==> src/rtl/monitor_loader.sv <==
// Byte-stream loader: parses ADR/CNT/DATA frames and writes each word to the monitor RAM over Wishbone.
// Optional trailing XOR checksum byte is compiled in with MONITOR_LOADER_CHECKSUM_EN.
module monitor_loader (
  input  logic        sys_clk,
  input  logic        sys_rst,
  input  logic [7:0]  rx_data,
  input  logic        rx_stb,
  output logic        rx_ack,
  output logic [31:0] wb_adr_o,
  output logic [31:0] wb_dat_o,
  output logic [3:0]  wb_sel_o,
  output logic        wb_stb_o,
  output logic        wb_cyc_o,
  output logic        wb_we_o,
  input  logic        wb_ack_i,
  output logic        write_lock,
  output logic        busy,
  output logic        done,
  output logic        error
);

  typedef enum logic [2:0] {
    S_ADR = 3'd0,
    S_CNT = 3'd1,
    S_DAT = 3'd2,
    S_WB  = 3'd3,
`ifdef MONITOR_LOADER_CHECKSUM_EN
    S_SUM = 3'd4,
`endif
    S_END = 3'd5
  } state_t;

  state_t      state_q, state_d, tail_st;
  logic [1:0]  idx_q, idx_d;
  logic [31:0] adr_q, adr_d;
  logic [31:0] dat_q, dat_d;
  logic [15:0] cnt_q, cnt_d;
  logic [15:0] cnt_new;
  logic        stb_q, done_q;
  logic        accept;

  // Rx handshake: a byte moves when rx_stb and rx_ack are both high on a clock edge.
  assign rx_ack  = (state_q == S_ADR) || (state_q == S_CNT) || (state_q == S_DAT)
`ifdef MONITOR_LOADER_CHECKSUM_EN
                   || (state_q == S_SUM)
`endif
                   ;
  assign accept  = rx_stb & rx_ack;
  assign cnt_new = {cnt_q[7:0], rx_data};

`ifdef MONITOR_LOADER_CHECKSUM_EN
  assign tail_st = S_SUM;
`else
  assign tail_st = S_END;
`endif

  always_comb begin
    state_d = state_q;
    idx_d   = idx_q;
    adr_d   = adr_q;
    dat_d   = dat_q;
    cnt_d   = cnt_q;
    case (state_q)
      S_ADR: if (accept) begin
        adr_d = {adr_q[23:0], rx_data};
        idx_d = idx_q + 2'd1;
        if (idx_q == 2'd3) begin
          state_d = S_CNT;
          idx_d   = 2'd0;
        end
      end
      S_CNT: if (accept) begin
        cnt_d = cnt_new;
        idx_d = idx_q + 2'd1;
        if (idx_q[0]) begin
          idx_d   = 2'd0;
          state_d = (cnt_new == 16'd0) ? tail_st : S_DAT;
        end
      end
      S_DAT: if (accept) begin
        dat_d = {dat_q[23:0], rx_data};
        idx_d = idx_q + 2'd1;
        if (idx_q == 2'd3) begin
          state_d = S_WB;
          idx_d   = 2'd0;
        end
      end
      S_WB: if (wb_ack_i) begin
        adr_d   = adr_q + 32'd4;
        cnt_d   = cnt_q - 16'd1;
        state_d = (cnt_q == 16'd1) ? tail_st : S_DAT;
      end
`ifdef MONITOR_LOADER_CHECKSUM_EN
      S_SUM: if (accept) state_d = S_END;
`endif
      S_END:   state_d = S_ADR;
      default: state_d = S_ADR;
    endcase
  end

  always_ff @(posedge sys_clk) begin
    if (sys_rst) begin
      state_q <= S_ADR;
      idx_q   <= 2'd0;
      adr_q   <= 32'd0;
      dat_q   <= 32'd0;
      cnt_q   <= 16'd0;
      stb_q   <= 1'b0;
      done_q  <= 1'b0;
    end else begin
      state_q <= state_d;
      idx_q   <= idx_d;
      adr_q   <= adr_d;
      dat_q   <= dat_d;
      cnt_q   <= cnt_d;
      stb_q   <= (state_d == S_WB);
      done_q  <= (state_d == S_END);
    end
  end

`ifdef MONITOR_LOADER_CHECKSUM_EN
  logic [7:0] sum_q, sum_d;
  logic       err_q, err_d;

  // The first ADR byte restarts the running XOR and clears the previous frame's error.
  always_comb begin
    sum_d = sum_q;
    err_d = err_q;
    if (accept) begin
      if (state_q == S_ADR && idx_q == 2'd0) begin
        sum_d = rx_data;
        err_d = 1'b0;
      end else if (state_q == S_SUM) begin
        err_d = err_q | (rx_data != sum_q);
      end else begin
        sum_d = sum_q ^ rx_data;
      end
    end
  end

  always_ff @(posedge sys_clk) begin
    if (sys_rst) begin
      sum_q <= 8'd0;
      err_q <= 1'b0;
    end else begin
      sum_q <= sum_d;
      err_q <= err_d;
    end
  end

  assign error = err_q;
`else
  assign error = 1'b0;
`endif

  assign wb_adr_o   = {adr_q[31:2], 2'b00};
  assign wb_dat_o   = dat_q;
  assign wb_sel_o   = 4'hF;
  assign wb_stb_o   = stb_q;
  assign wb_cyc_o   = stb_q;
  assign wb_we_o    = 1'b1;
  assign write_lock = !((state_q == S_DAT) || (state_q == S_WB));
  assign busy       = (state_q != S_ADR) || (idx_q != 2'd0);
  assign done       = done_q;

endmodule

==> config.mk <==
export PLATFORM = sky130hd
export DESIGN_NAME = monitor_loader
export DESIGN_NICKNAME = d
export VERILOG_FILES = /design/src/rtl/monitor_loader.sv
export SDC_FILE = /design/constraint.sdc
export NUM_CORES = 1
export LEC_CHECK = 0
export BUFFER_PORTS_ARGS = -buffer_cell sky130_fd_sc_hd__buf_2
export CORE_UTILIZATION = 30
export DETAILED_ROUTE_END_ITERATION = 6
export PLACE_DENSITY_LB_ADDON = 0.12
export SYNTH_ARGS = -nofsm -noshare
export SYNTH_HDL_FRONTEND = slang
export SYNTH_SLANG_ARGS = --single-unit
==> constraint.sdc <==
create_clock -name sys_clk -period 6.6 [get_ports sys_clk]
set_input_delay 0.66 -clock sys_clk [delete_from_list [all_inputs] [get_ports sys_clk]]
set_output_delay 0.66 -clock sys_clk [all_outputs]
set_load 0.01 [all_outputs]
==> results.sh, run 1 <==
export IMPL_tns_ns=0
export IMPL_max_freq_mhz=400.8
export IMPL_endpoint_kind="register"
export IMPL_grt_max_degree=64
export IMPL_ys_top_cells_by_area="dfxtp_1 (37%), nand2_1 (8.6%), a21oi_1 (7.0%)"
export IMPL_power_w=0.001162
export IMPL_drt_iter0_drc=368
export IMPL_slew_limit_headroom=0.2108
export IMPL_power_density_mw_per_mm2=220.1
export IMPL_cts_htree_levels=3
export IMPL_initial_core_util=0.3097
export IMPL_leakagePower_nw=1.975
export IMPL_grt_pass1_vias=4078
export IMPL_hold_viol=0
export IMPL_synthCells=632
export IMPL_post_drt_wl_per_cell_um=16.41
export IMPL_grt_usage=0.1749
export IMPL_vias_per_cell=5.270
export IMPL_clockBufferDepth=2
export IMPL_floorplan_die_area_sq_mm=0.01632
export IMPL_avgSynthCellArea_sq_um=7.505
export IMPL_final_cells=863
export IMPL_syn_area_sq_mm=0.004743
export IMPL_cts_sinks=87
export IMPL_cp_max_fo=8
export IMPL_die_height_um=127.7
export IMPL_cts_hold_repair_buffers=0
export IMPL_drv_slew=0
export IMPL_fin_skew_ns=0.005134
export IMPL_via_count=4548
export IMPL_antenna_cells=0
export IMPL_grt_overflow=0
export IMPL_io_buffers=79
export IMPL_yosysTopAreaCell="dfxtp_1"
export IMPL_grt_pass1_wl_um=22210
export IMPL_row_count=45
export IMPL_synth_yosys_seq_area_share=0.3672
export IMPL_worstPathRequired_ns=6.85
export IMPL_first_pass_iters=5
export IMPL_status="completed"
export IMPL_ir_drop_mv=0.1129
export IMPL_placed_cells=847
export IMPL_slowest_delay_ns=0.53
export IMPL_rsz0062_at_grt="no"
export IMPL_async_flop_share=0
export IMPL_die_w_um=127.7
export IMPL_synth_flop_cell="dfxtp_1"
export IMPL_antenna_left=0
export IMPL_drive_above_1_share=0.1687
export IMPL_tritoncts="yes"
export IMPL_gp_congestion=0.8051
export IMPL_antenna_found_initial=0
export IMPL_drc=0
export IMPL_syn_to_final_growth_pct=11.26
export IMPL_startpoint_type="register"
export IMPL_nNetsFinal=666
export IMPL_dp_hpwl_um=9552
export IMPL_fin_crit_ns=2.495
export IMPL_root_buffer="clkbuf_16"
export IMPL_clock_insertion_delay_worst_skew_ns=0.35
export IMPL_maxCapViolations=0
export IMPL_n_fill_cell=1684
export IMPL_yosysTopAreaCellShare=0.3672
export IMPL_worstPathCellList="inv_1, ha_1, or3b_2, nor4_1, nor4b_1, nand3_1, o311a_1"
export IMPL_cts_buffers=9
export IMPL_min_path_type="reg -> reg"
export IMPL_ctsResizeCount=0
export IMPL_path_class="reg -> reg"
export IMPL_finalWirelength_um=14160
export IMPL_final_setup_viol_count=0
export IMPL_worstPathArrival_ns=2.74
export IMPL_worstMarginPinSlew_ns=1.178
export IMPL_coreArea_sq_mm=0.01531
export IMPL_clk_pin_slew_ns=0.07
export IMPL_ys_seq_elements=87
export IMPL_synth_edff_count=0
export IMPL_cts_setup_buffers=0
export IMPL_yosys_warnings=0
export IMPL_yosys_cell_types_count=60
export IMPL_whs_ns=0.4555
export IMPL_slowest_stage="or3b_2"
export IMPL_num_io_pins=88
export IMPL_fin_crit_sh=0.3780
-- cell families (layout without fill, tap and decap cells) --
kind of cell               count (synthesis)  count (layout)  synth area share
other                                      2               8          0.001583
adders and majority gates                  7               7           0.01846
muxes                                      4               4          0.008705
AOI/OAI and AO/OA                        184             184            0.2408
buffers and inverters                     96             110            0.1092
and+or+nand+nor                          252             252            0.2540
DFF                                       87              87            0.3672
-- critical path: cells and delay by family (launching register included) --
kind	cells	cell delay, ns
fa+ha+maj	1	0.19
buf+inv	1	0.14
flops	1	0.40
compound gates	1	0.12
simple gates	4	1.53
-- layer usage --
| metal | global-route usage | wire length, um | up-vias |
|---|---|---|---|
| li1 | - | - | 2256 |
| met5 | 0 | 0 | - |
| met1 | 0.2465 | 6944 | 2153 |
| met2 | 0.2612 | 6335 | 122 |
| met4 | 0.07128 | 239 | 0 |
| met3 | 0.03214 | 641 | 17 |
-- cells in the final DEF, fill, tap and decap left out, types with 3 or more instances in the layout --
cell type | netlist | layout
o31ai_1 | 6 | 6
dfxtp_1 | 87 | 87
inv_8 | 0 | 3
a31oi_1 | 8 | 8
nor4_1 | 14 | 14
conb_1 | 2 | 8
and3_1 | 8 | 8
o21a_1 | 4 | 4
a21o_1 | 4 | 4
ha_1 | 7 | 7
nor3_1 | 15 | 15
inv_6 | 0 | 3
and2_1 | 8 | 8
o21ai_0 | 38 | 38
clkbuf_16 | 0 | 9
and4_1 | 4 | 4
buf_4 | 39 | 4
a211oi_1 | 14 | 14
nand3b_1 | 3 | 3
buf_2 | 2 | 79
inv_1 | 11 | 11
mux2i_1 | 3 | 3
a21oi_1 | 66 | 65
nand4_1 | 11 | 11
nand3_1 | 20 | 20
o22ai_1 | 8 | 8
nor2_1 | 40 | 40
nand2_1 | 109 | 109
a311oi_1 | 9 | 9
a22oi_1 | 7 | 7
-- synthesized netlist by cell type (3+ instances only) --
cell type	number
and2_1	8
clkbuf_1	41
mux2i_1	3
a21o_1	4
ha_1	7
o21a_1	4
nand4_1	11
nand3b_1	3
a311oi_1	9
o31ai_1	6
nand3_1	20
nor4_1	14
and3_1	8
a211oi_1	14
a22oi_1	7
and4_1	4
dfxtp_1	87
inv_1	11
a21oi_1	66
nor2b_1	3
nor2_1	40
o21ai_0	38
nand2_1	109
o22ai_1	8
buf_4	39
nor3_1	15
a31oi_1	8
-- final timing paths --
kind	from	endpoint	slack, ns	cells past startpoint
worst max-delay path	cnt_q[0]	cnt_q[14]	4.11	7
worst min-delay path	wb_dat_o[25]	wb_dat_o[25]	0.46	2
worst max register to register	cnt_q[0]	cnt_q[14]	4.11	7
worst min register to register	wb_dat_o[25]	wb_dat_o[25]	0.46	2
-- report_power, final --
| part | leakage [nW] | internal, W | total [W] | switching (W) |
|---|---|---|---|---|
| logic | 1.13 | 0.0000330 | 0.0000887 | 0.0000557 |
| clock network | 0.143 | 0.000267 | 0.000513 | 0.000245 |
| registers | 0.706 | 0.000538 | 0.000560 | 0.0000225 |
-- cell type report --
type,count,area [sq um],share of cell area
Multi-Input combinational cell,455,2512,0.4761
Sequential cell,87,1742,0.3300
Timing Repair Buffer,83,425.4,0.08061
Tap cell,211,264.0,0.05002
Clock buffer,9,225.2,0.04267
Clock inverter,7,67.56,0.01280
Inverter,11,41.29,0.007824
-- sequential cells by signal, indices dropped and copies added (netlist names) --
signal,flops
state_q,3
wb_cyc_o,1
adr_q,32
idx_q,2
wb_dat_o,32
cnt_q,16
done,1
-- per-stage QoR --
stage	instance area, sq um	setup slack [ns]	util
6_report	5278	4.105	0.3446
5_1_grt	5278	3.891	0.3446
4_1_cts	5278	4.094	0.3446
3_5_place_dp	4985	4.087	0.3255
3_3_place_gp	4985	4.131	0.3255
2_1_floorplan	4766	4.396	-
Power figures use the tool's default switching activity.
==> run 2: changes to the inputs <==
- ABC_AREA: unset -> 1
- clock period: 6.6 -> 2.05 ns (I/O delays scaled with it)
==> results.sh, run 2 <==
export IMPL_ctsResizeCount=0
export IMPL_p_switching_w=0.001095
export IMPL_clk_pin_slew_ns=0.07
export IMPL_final_common_cell="nand2_1"
export IMPL_antenna_cells=0
export IMPL_ys_top_cells_by_area="dfxtp_1 (33%), nand2_1 (15%), nor2_1 (12%)"
export IMPL_final_setup_viol_count=0
export IMPL_vias_per_cell=4.673
export IMPL_fin_skew_ns=0.008967
export IMPL_maxCapViolations=0
export IMPL_async_flop_share=0
export IMPL_hold_viol=0
export IMPL_clockPowerShare=0.462
export IMPL_cp_max_fo=6
export IMPL_drt_iter0_drc=304
export IMPL_grt_overflow=0
export IMPL_yosysTopAreaCellShare=0.3331
export IMPL_worstPathRequired_ns=2.27
export IMPL_synth_flop_cell="dfxtp_1"
export IMPL_antenna_found_initial=0
export IMPL_first_pass_iters=6
export IMPL_yosysMostFrequentCell="nand2_1"
export IMPL_postLayoutCoreUtil=0.3529
export IMPL_startpoint_type="register"
export IMPL_yosysTopAreaCell="dfxtp_1"
export IMPL_n_fill_cell=1990
export IMPL_coreArea_sq_mm=0.01682
export IMPL_ir_drop_mv=0.3808
export IMPL_ys_seq_elements=87
export IMPL_r2r_slack_ns=0.21
export IMPL_design_area_sq_mm=0.005936
export IMPL_multi_input_area_sq_mm=0.002800
export IMPL_clock_insertion_delay_worst_skew_ns=0.36
export IMPL_io_buffers=79
export IMPL_gp_congestion=0.8551
export IMPL_clockBufferDepth=2
export IMPL_status="completed"
export IMPL_synthCells=842
export IMPL_avgSynthCellArea_sq_um=6.210
export IMPL_drv_slew=0
export IMPL_row_count=47
export IMPL_fin_crit_ns=1.840
export IMPL_place_area_sq_mm=0.005613
export IMPL_initial_core_util=0.3109
export IMPL_synth_yosys_seq_area_share=0.3331
export IMPL_nNetsFinal=897
export IMPL_cts_hold_repair_buffers=0
export IMPL_grt_usage=0.1763
export IMPL_finalWirelength_um=15470
export IMPL_worstPathArrival_ns=2.06
export IMPL_rsz0062_at_grt="no"
export IMPL_floorplan_die_area_sq_mm=0.01796
export IMPL_grt_pass1_wl_um=24980
export IMPL_syn_area_sq_mm=0.005229
export IMPL_seqPwrFrac=0.454
export IMPL_power_density_mw_per_mm2=660.8
export IMPL_die_w_um=134.0
export IMPL_endpoint_kind="register"
export IMPL_min_path_type="in -> reg"
export IMPL_num_io_pins=88
export IMPL_antenna_left=0
export IMPL_leakagePower_nw=2.522
export IMPL_fin_crit_sh=0.8977
export IMPL_grt_max_degree=54
export IMPL_die_height_um=134.0
export IMPL_via_count=5154
export IMPL_post_drt_wl_per_cell_um=14.02
export IMPL_grt_pass1_vias=4665
export IMPL_dp_hpwl_um=10870
export IMPL_root_buffer="clkbuf_16"
export IMPL_cts_setup_buffers=0
export IMPL_cts_htree_levels=3
export IMPL_drc=0
export IMPL_seqCellArea_sq_mm=0.001742
export IMPL_tns_ns=0
export IMPL_synth_edff_count=0
export IMPL_switching_share=0.2791
export IMPL_max_freq_mhz=543.4
export IMPL_final_cell_mix="nand2_1 (209), nor2_1 (169), dfxtp_1 (87)"
export IMPL_cts_buffers=9
export IMPL_yosys_warnings=0
export IMPL_syn_to_final_growth_pct=13.52
export IMPL_synth_commonest_cells="nand2_1 (209), nor2_1 (169), dfxtp_1 (87)"
export IMPL_drive_above_1_share=0.1484
export IMPL_internal_power_w=0.002828
export IMPL_power_w=0.003922
export IMPL_combPwrFrac=0.083
export IMPL_tritoncts="yes"
export IMPL_path_class="reg -> reg"
export IMPL_yosys_cell_types_count=32
export IMPL_cts_sinks=87
[run 2: cell count changes in the layout (fill, tap and decap cells not counted), sizes merged, moves of 7 or more]
cell	change
o21ai	+37
nor4	-14
nor2	+130
nand3	+26
a22oi	-7
and2	-8
a311oi	-9
nor3	-10
buf	+9
and3	-8
a211oi	-13
inv	+57
nand2	+101
[run 2: worst paths after layout]
path / cells past startpoint / end / start
max: 10 / adr_q[26] / adr_q[2]
min: 3 / wb_dat_o[2] / rx_data[2]
max reg2reg: 10 / adr_q[26] / adr_q[2]
min reg2reg: 2 / cnt_q[10] / cnt_q[10]
[run 2: cell families (layout without fill, tap and decap cells)]
logic type | after synthesis | in the layout | synth area share
xor+xnor | 4 | 4 | 0.006699
other cells | 2 | 8 | 0.001436
fa+ha+maj | 7 | 7 | 0.01675
simple gates | 442 | 442 | 0.3408
flops | 87 | 87 | 0.3331
compound gates | 157 | 157 | 0.1644
buf+inv | 143 | 178 | 0.1369
[run 2: power by group through the flow]
stage	Combinational, W	Clock, W	Sequential [W]
finish	0.000327	0.00181	0.00178
global route	0.000370	0.00194	0.00179
CTS	0.000332	0.00187	0.00178
detailed placement	0.000330	0	0.00182
global placement	0.000331	0	0.00182
floorplan	0.000263	0	0.00180
[run 2: layout make-up]
cell class | count | area share
inverters | 70 | 0.04469
flip-flops and latches | 87 | 0.2934
multi-input cells | 618 | 0.4718
well taps | 220 | 0.04637
repair buffers | 92 | 0.08938
clock inverters | 7 | 0.01644
clock buffers | 9 | 0.03794
[run 2: layer usage]
layer / global-route usage / vias to the layer above / part of all wire
met5: 0 / - / 0
met4: 0.05431 / 0 / 0.013
met3: 0.02721 / 11 / 0.034
met2: 0.2939 / 92 / 0.47
met1: 0.2333 / 2338 / 0.48
li1: - / 2713 / -
[run 2: worst max-delay path, cell delays in order, from the launching register on]
cell     delay, ns
dfxtp_1       0.43
ha_1          0.20
nand2_1       0.07
nor2_1        0.37
nand2_1       0.16
inv_1         0.15
nand2_1       0.07
nand2_1       0.05
nand3_1       0.06
nand2_1       0.08
a21oi_1       0.06
[run 2: stage by stage]
stage                     hold WS, ns  std cells  setup slack, ns
after global placement         0.4734       1087           0.1806
after global routing           0.1247       1103          0.03146
after detailed placement       0.4704       1087           0.2293
after floorplan                0.3399        848           0.4779
final                          0.1159       1103           0.2098
after CTS                      0.1051       1103           0.2216
